<file path="config.mk">
export PLATFORM = sky130hd
export DESIGN_NAME = chdr_channel_mux
export DESIGN_NICKNAME = d
export VERILOG_FILES = /design/src/rtl/chdr_channel_mux.sv
export SDC_FILE = /design/constraint.sdc
export NUM_CORES = 1
export LEC_CHECK = 0
export CORE_MARGIN = 4
export CORE_UTILIZATION = 36
export CTS_CLUSTER_DIAMETER = 150
export DETAILED_ROUTE_END_ITERATION = 8
export GPL_ROUTABILITY_DRIVEN = 0
export PLACE_DENSITY = 0.65
export RECOVER_POWER = 50
export SLEW_MARGIN = 10
export SYNTH_ARGS = -nofsm -noshare
export SYNTH_HDL_FRONTEND = slang
export SYNTH_SLANG_ARGS = --single-unit
</file>
<file path="constraint.sdc">
create_clock -name rfnoc_chdr_clk -period 2.46 [get_ports rfnoc_chdr_clk]
set_clock_uncertainty 0.15 [all_clocks]
set_input_delay 0.492 -clock rfnoc_chdr_clk [delete_from_list [all_inputs] [get_ports rfnoc_chdr_clk]]
set_output_delay 0.492 -clock rfnoc_chdr_clk [all_outputs]
set_load 0.02 [all_outputs]
</file>
<file path="src/rtl/chdr_channel_mux.sv">
// Merges NUM_PORTS CHDR streams into one, round-robin per packet, tagging each header's
// VC field with the source channel so a downstream demux can route packets back out.
module chdr_channel_mux #(
  parameter int unsigned NUM_PORTS      = 2,
  parameter int unsigned CHDR_W         = 64,
  parameter int unsigned CHANNEL_OFFSET = 0
) (
  input  logic                          rfnoc_chdr_clk,
  input  logic                          rfnoc_chdr_rst,
  input  logic [NUM_PORTS*CHDR_W-1:0]   s_axis_tdata,
  input  logic [NUM_PORTS-1:0]          s_axis_tlast,
  input  logic [NUM_PORTS-1:0]          s_axis_tvalid,
  output logic [NUM_PORTS-1:0]          s_axis_tready,
  output logic [CHDR_W-1:0]             m_axis_tdata,
  output logic                          m_axis_tlast,
  output logic                          m_axis_tvalid,
  input  logic                          m_axis_tready
);

  localparam int unsigned PW = (NUM_PORTS > 1) ? $clog2(NUM_PORTS) : 1;

  if (NUM_PORTS < 1 || CHANNEL_OFFSET + NUM_PORTS > 64) begin : g_bad_ports
    $error("chdr_channel_mux: CHANNEL_OFFSET + NUM_PORTS must be <= 64");
  end
  if (CHDR_W != 64 && CHDR_W != 128 && CHDR_W != 256 && CHDR_W != 512) begin : g_bad_width
    $error("chdr_channel_mux: CHDR_W must be 64, 128, 256 or 512");
  end

  typedef enum logic {StIdle, StPkt} state_e;

  state_e            r_state;
  logic [PW-1:0]     r_grant;
  logic [PW-1:0]     r_rr_ptr;
  logic              r_sop;
  logic [CHDR_W-1:0] r_data0, r_data1;
  logic              r_last0, r_last1;
  logic [1:0]        r_count;

  logic              w_hi_found, w_lo_found, w_req_found;
  logic [PW-1:0]     w_hi_port, w_lo_port, w_req_port;
  logic [CHDR_W-1:0] w_sel_data, w_in_data;
  logic              w_sel_last, w_sel_valid;
  logic              w_in_ready, w_push, w_pop;
  logic [5:0]        w_vc;

  // Requesters at/above rr_ptr win over those below it; descending scan keeps the lowest.
  always_comb begin
    w_hi_found = 1'b0;
    w_lo_found = 1'b0;
    w_hi_port  = '0;
    w_lo_port  = '0;
    for (int i = NUM_PORTS - 1; i >= 0; i--) begin
      if (s_axis_tvalid[i]) begin
        if (PW'(i) >= r_rr_ptr) begin
          w_hi_found = 1'b1;
          w_hi_port  = PW'(i);
        end else begin
          w_lo_found = 1'b1;
          w_lo_port  = PW'(i);
        end
      end
    end
    w_req_found = w_hi_found | w_lo_found;
    w_req_port  = w_hi_found ? w_hi_port : w_lo_port;
  end

  always_comb begin
    w_sel_data  = '0;
    w_sel_last  = 1'b0;
    w_sel_valid = 1'b0;
    for (int i = 0; i < NUM_PORTS; i++) begin
      if (r_grant == PW'(i)) begin
        w_sel_data  = s_axis_tdata[i*CHDR_W +: CHDR_W];
        w_sel_last  = s_axis_tlast[i];
        w_sel_valid = s_axis_tvalid[i];
      end
    end
    w_vc      = 6'(r_grant) + 6'(CHANNEL_OFFSET);
    w_in_data = w_sel_data;
    if (r_sop) begin
      w_in_data[63:58] = w_vc;
    end
  end

  assign w_in_ready = (r_count != 2'd2);
  assign w_push     = (r_state == StPkt) && w_sel_valid && w_in_ready;
  assign w_pop      = (r_count != 2'd0) && m_axis_tready;

  always_comb begin
    s_axis_tready = '0;
    for (int i = 0; i < NUM_PORTS; i++) begin
      s_axis_tready[i] = (r_state == StPkt) && (r_grant == PW'(i)) && w_in_ready;
    end
  end

  always_ff @(posedge rfnoc_chdr_clk) begin
    if (rfnoc_chdr_rst) begin
      r_state  <= StIdle;
      r_grant  <= '0;
      r_rr_ptr <= '0;
      r_sop    <= 1'b1;
    end else begin
      case (r_state)
        StIdle: begin
          if (w_req_found) begin
            r_grant <= w_req_port;
            r_state <= StPkt;
          end
        end
        default: begin
          if (w_push) begin
            r_sop <= w_sel_last;
            if (w_sel_last) begin
              r_rr_ptr <= (r_grant == PW'(NUM_PORTS - 1)) ? '0 : r_grant + 1'b1;
              r_state  <= StIdle;
            end
          end
        end
      endcase
    end
  end

  // Two-entry output stage: entry 0 drives m_axis, entry 1 absorbs one beat of backpressure.
  always_ff @(posedge rfnoc_chdr_clk) begin
    if (rfnoc_chdr_rst) begin
      r_count <= 2'd0;
      r_data0 <= '0;
      r_data1 <= '0;
      r_last0 <= 1'b0;
      r_last1 <= 1'b0;
    end else begin
      case (r_count)
        2'd0: begin
          if (w_push) begin
            r_data0 <= w_in_data;
            r_last0 <= w_sel_last;
            r_count <= 2'd1;
          end
        end
        2'd1: begin
          if (w_push && w_pop) begin
            r_data0 <= w_in_data;
            r_last0 <= w_sel_last;
          end else if (w_push) begin
            r_data1 <= w_in_data;
            r_last1 <= w_sel_last;
            r_count <= 2'd2;
          end else if (w_pop) begin
            r_count <= 2'd0;
          end
        end
        default: begin
          if (w_pop) begin
            r_data0 <= r_data1;
            r_last0 <= r_last1;
            r_count <= 2'd1;
          end
        end
      endcase
    end
  end

  assign m_axis_tvalid = (r_count != 2'd0);
  assign m_axis_tdata  = r_data0;
  assign m_axis_tlast  = r_last0;

endmodule
</file>
==> metrics.txt <==
Final #Nets 1,014; initial DRC count 241; H-tree Lvls 4; Antenna diodes 0; Setup Buffers After CTS 0; post-synthesis sequential area ratio 42.4%; final hold violations 0; Synth area leaders dfxtp_1 (42%), a211oi_2 (11%), mux2i_1 (10%); Synth cell types 34; Worst Min Path Start m_axis_tdata[41]; CTS tree done; crit path launch type primary input; worst setup path startpoint s_axis_tvalid[1]; maximum clock path buffer count 2; Synth Register Bits 136; Post-Syn Area per Cell 9.16 sq um; Syn Nets 836; LEAKAGE 3.32 nW; Yosys top cell by area dfxtp_1; DIE HEIGHT 142 um; Synth top area share 42.4%; max_slew headroom 20.8%; setup_tns 0 ns; Cell Pwr Density 634 nW/um^2; hold_ws 0.295 ns; Post-synth EDFFs 0; post-synthesis cell area 6420 sq um; largest net degree at the start of global routing 121; FF-to-FF Start r_count[1]; synth cell count leaders dfxtp_1 (136), nand2_1 (123), nor2_1 (73), mux2i_1 (65); CP Capture Type flop; remaining antenna violation count 0; RSZ-0062 raised after global routing no; Max Cap Viol 0; HPWL after DPL 11,200 um; worst skew pair latency 0.41 ns; Crit Path Class primary input to flop; fin. max-slew vios 0; DRT Pass-1 Iters 4; All-Layer GR Usage 16.0%; DR WL/cell 14.5 um; global-route wire length before repair 26,000 um; DR vias 5,434; worst-path fanout max 39; worst-margin pin slew 1.19 ns; Starting Density 37.0%; final worst-path cycle share 91.8%; min-delay worst type flop to flop; num rows 48; worst path arrival time 2.38 ns; initial antenna violation count 0; Synth Warn # 0; TritonCTS sink count 136; Remaining Overflow, GRT 0; f_max 0.443 GHz; I/O Buffers 202; maximum VDD drop 498 uV; Setup-failing EPs final 0; CTS buffer count 17; Vias/cell 4.86; Util after Layout 52.9%; status finished, final reports clean; Die W 142 um; worst path required time 2.58 ns; Layout area overhead 43.0%; Post-Syn Instances 701; fraction of registers with async set/reset 0%; count leader, synth dfxtp_1; core footprint 17,400 sq um; root buf cell clkbuf_16; main flop type after synthesis dfxtp_1; DRC 0; final WL 16,200 um; register clock-pin slew on the reported worst setup and hold paths 0.06 ns; vias in the first global route 5,131; share of cells above drive strength 1 14.1%; die area 20,000 sq um; # IOs 203; min Tclk post-route 2.26 ns
-- flip-flops by register name (all words and copies together) (netlist names) --
signal / flops
m_axis_tdata: 64
m_axis_tlast: 1
r_count: 2
r_data1: 64
r_grant: 1
r_last1: 1
r_rr_ptr: 1
r_sop: 1
r_state: 1
-- routing by layer --
| metal | routed length, um | share of wire [%] | global-route usage, % | vias up |
|---|---|---|---|---|
| met1 | 7090 | 44 | 19.8 | 2446 |
| li1 | - | - | - | 2841 |
| met5 | 0 | 0 | 0 | - |
| met2 | 7760 | 48 | 26.6 | 135 |
| met4 | 222 | 1.4 | 5.10 | 0 |
| met3 | 1130 | 7.0 | 5.19 | 12 |
-- worst max-delay path: stages --
cell             delay [ns]
clkdlybuf4s50_1        0.45
mux2_1                 0.44
o221a_2                0.31
clkbuf_4               0.36
o211ai_1               0.21
a21oi_1                0.10
-- power by group --
group,internal [W],switching (W)
registers,0.00229,0.0000427
logic,0.000468,0.000467
clock network,0.00165,0.000908
-- layout make-up --
| cell class | instances | area, sq um |
|---|---|---|
| Fill cell | 1598 | 8180 |
| Multi-Input combinational cell | 487 | 3240 |
| Sequential cell | 136 | 2730 |
| Timing Repair Buffer | 225 | 2280 |
| Clock buffer | 25 | 515 |
| Tap cell | 225 | 282 |
| Clock inverter | 7 | 88.8 |
| Inverter | 12 | 46.3 |
-- worst paths after layout --
check / end / slack [ns] / cells past startpoint
hold / removal: m_axis_tdata[41] / 0.29 / 2
setup reg to reg: r_data1[30] / 0.29 / 7
setup / recovery: m_axis_tdata[48] / 0.20 / 6
hold reg to reg: m_axis_tdata[41] / 0.29 / 2
-- placed cells by master (no fill, tap or decap), drive strengths merged, types with 2 or more instances in the layout --
master	Yosys	final
a211oi	59	59
dlygate4sd3	0	52
dlygate4sd2	0	3
o21ai	3	3
nor3	11	11
mux2i	65	65
clkbuf	25	27
nor2b	5	5
buf	41	22
nand2	123	123
mux2	7	7
clkinv	0	6
a221oi	6	6
bufinv	0	2
o211ai	60	60
a311oi	2	2
nor2	74	74
or2	2	2
a21oi	60	60
clkdlybuf4s50	0	146
inv	12	11
dfxtp	136	136
-- per-stage QoR --
step	area, sq um	setup WS, ns	total power [W]	std cells
floorplan	6420	0.561	0.00289	701
global placement	8610	0.0745	0.00335	1085
detailed placement	8610	0.0123	0.00336	1085
CTS	9210	0.211	0.00593	1117
global route	9180	0.0792	0.00607	1117
finish	9180	0.202	0.00582	1117
-- what timing repair did --
| item | in CTS | in global routing |
|---|---|---|
| resized for setup | 3 | 0 |
| endpoints found under the setup margin | 3 | 0 |
| hold buffers | 0 | 0 |
-- cells by family (layout without fill, tap and decap cells) --
logic type / Yosys count / after routing / share of synthesized area, %
buffers and inverters: 78 / 269 / 6.88
flip-flops: 136 / 136 / 42.4
AND/OR/NAND/NOR: 218 / 218 / 13.5
AO/OA/AOI/OAI: 197 / 197 / 25.7
multiplexers: 72 / 72 / 11.4
Power figures use the tool's default switching activity.
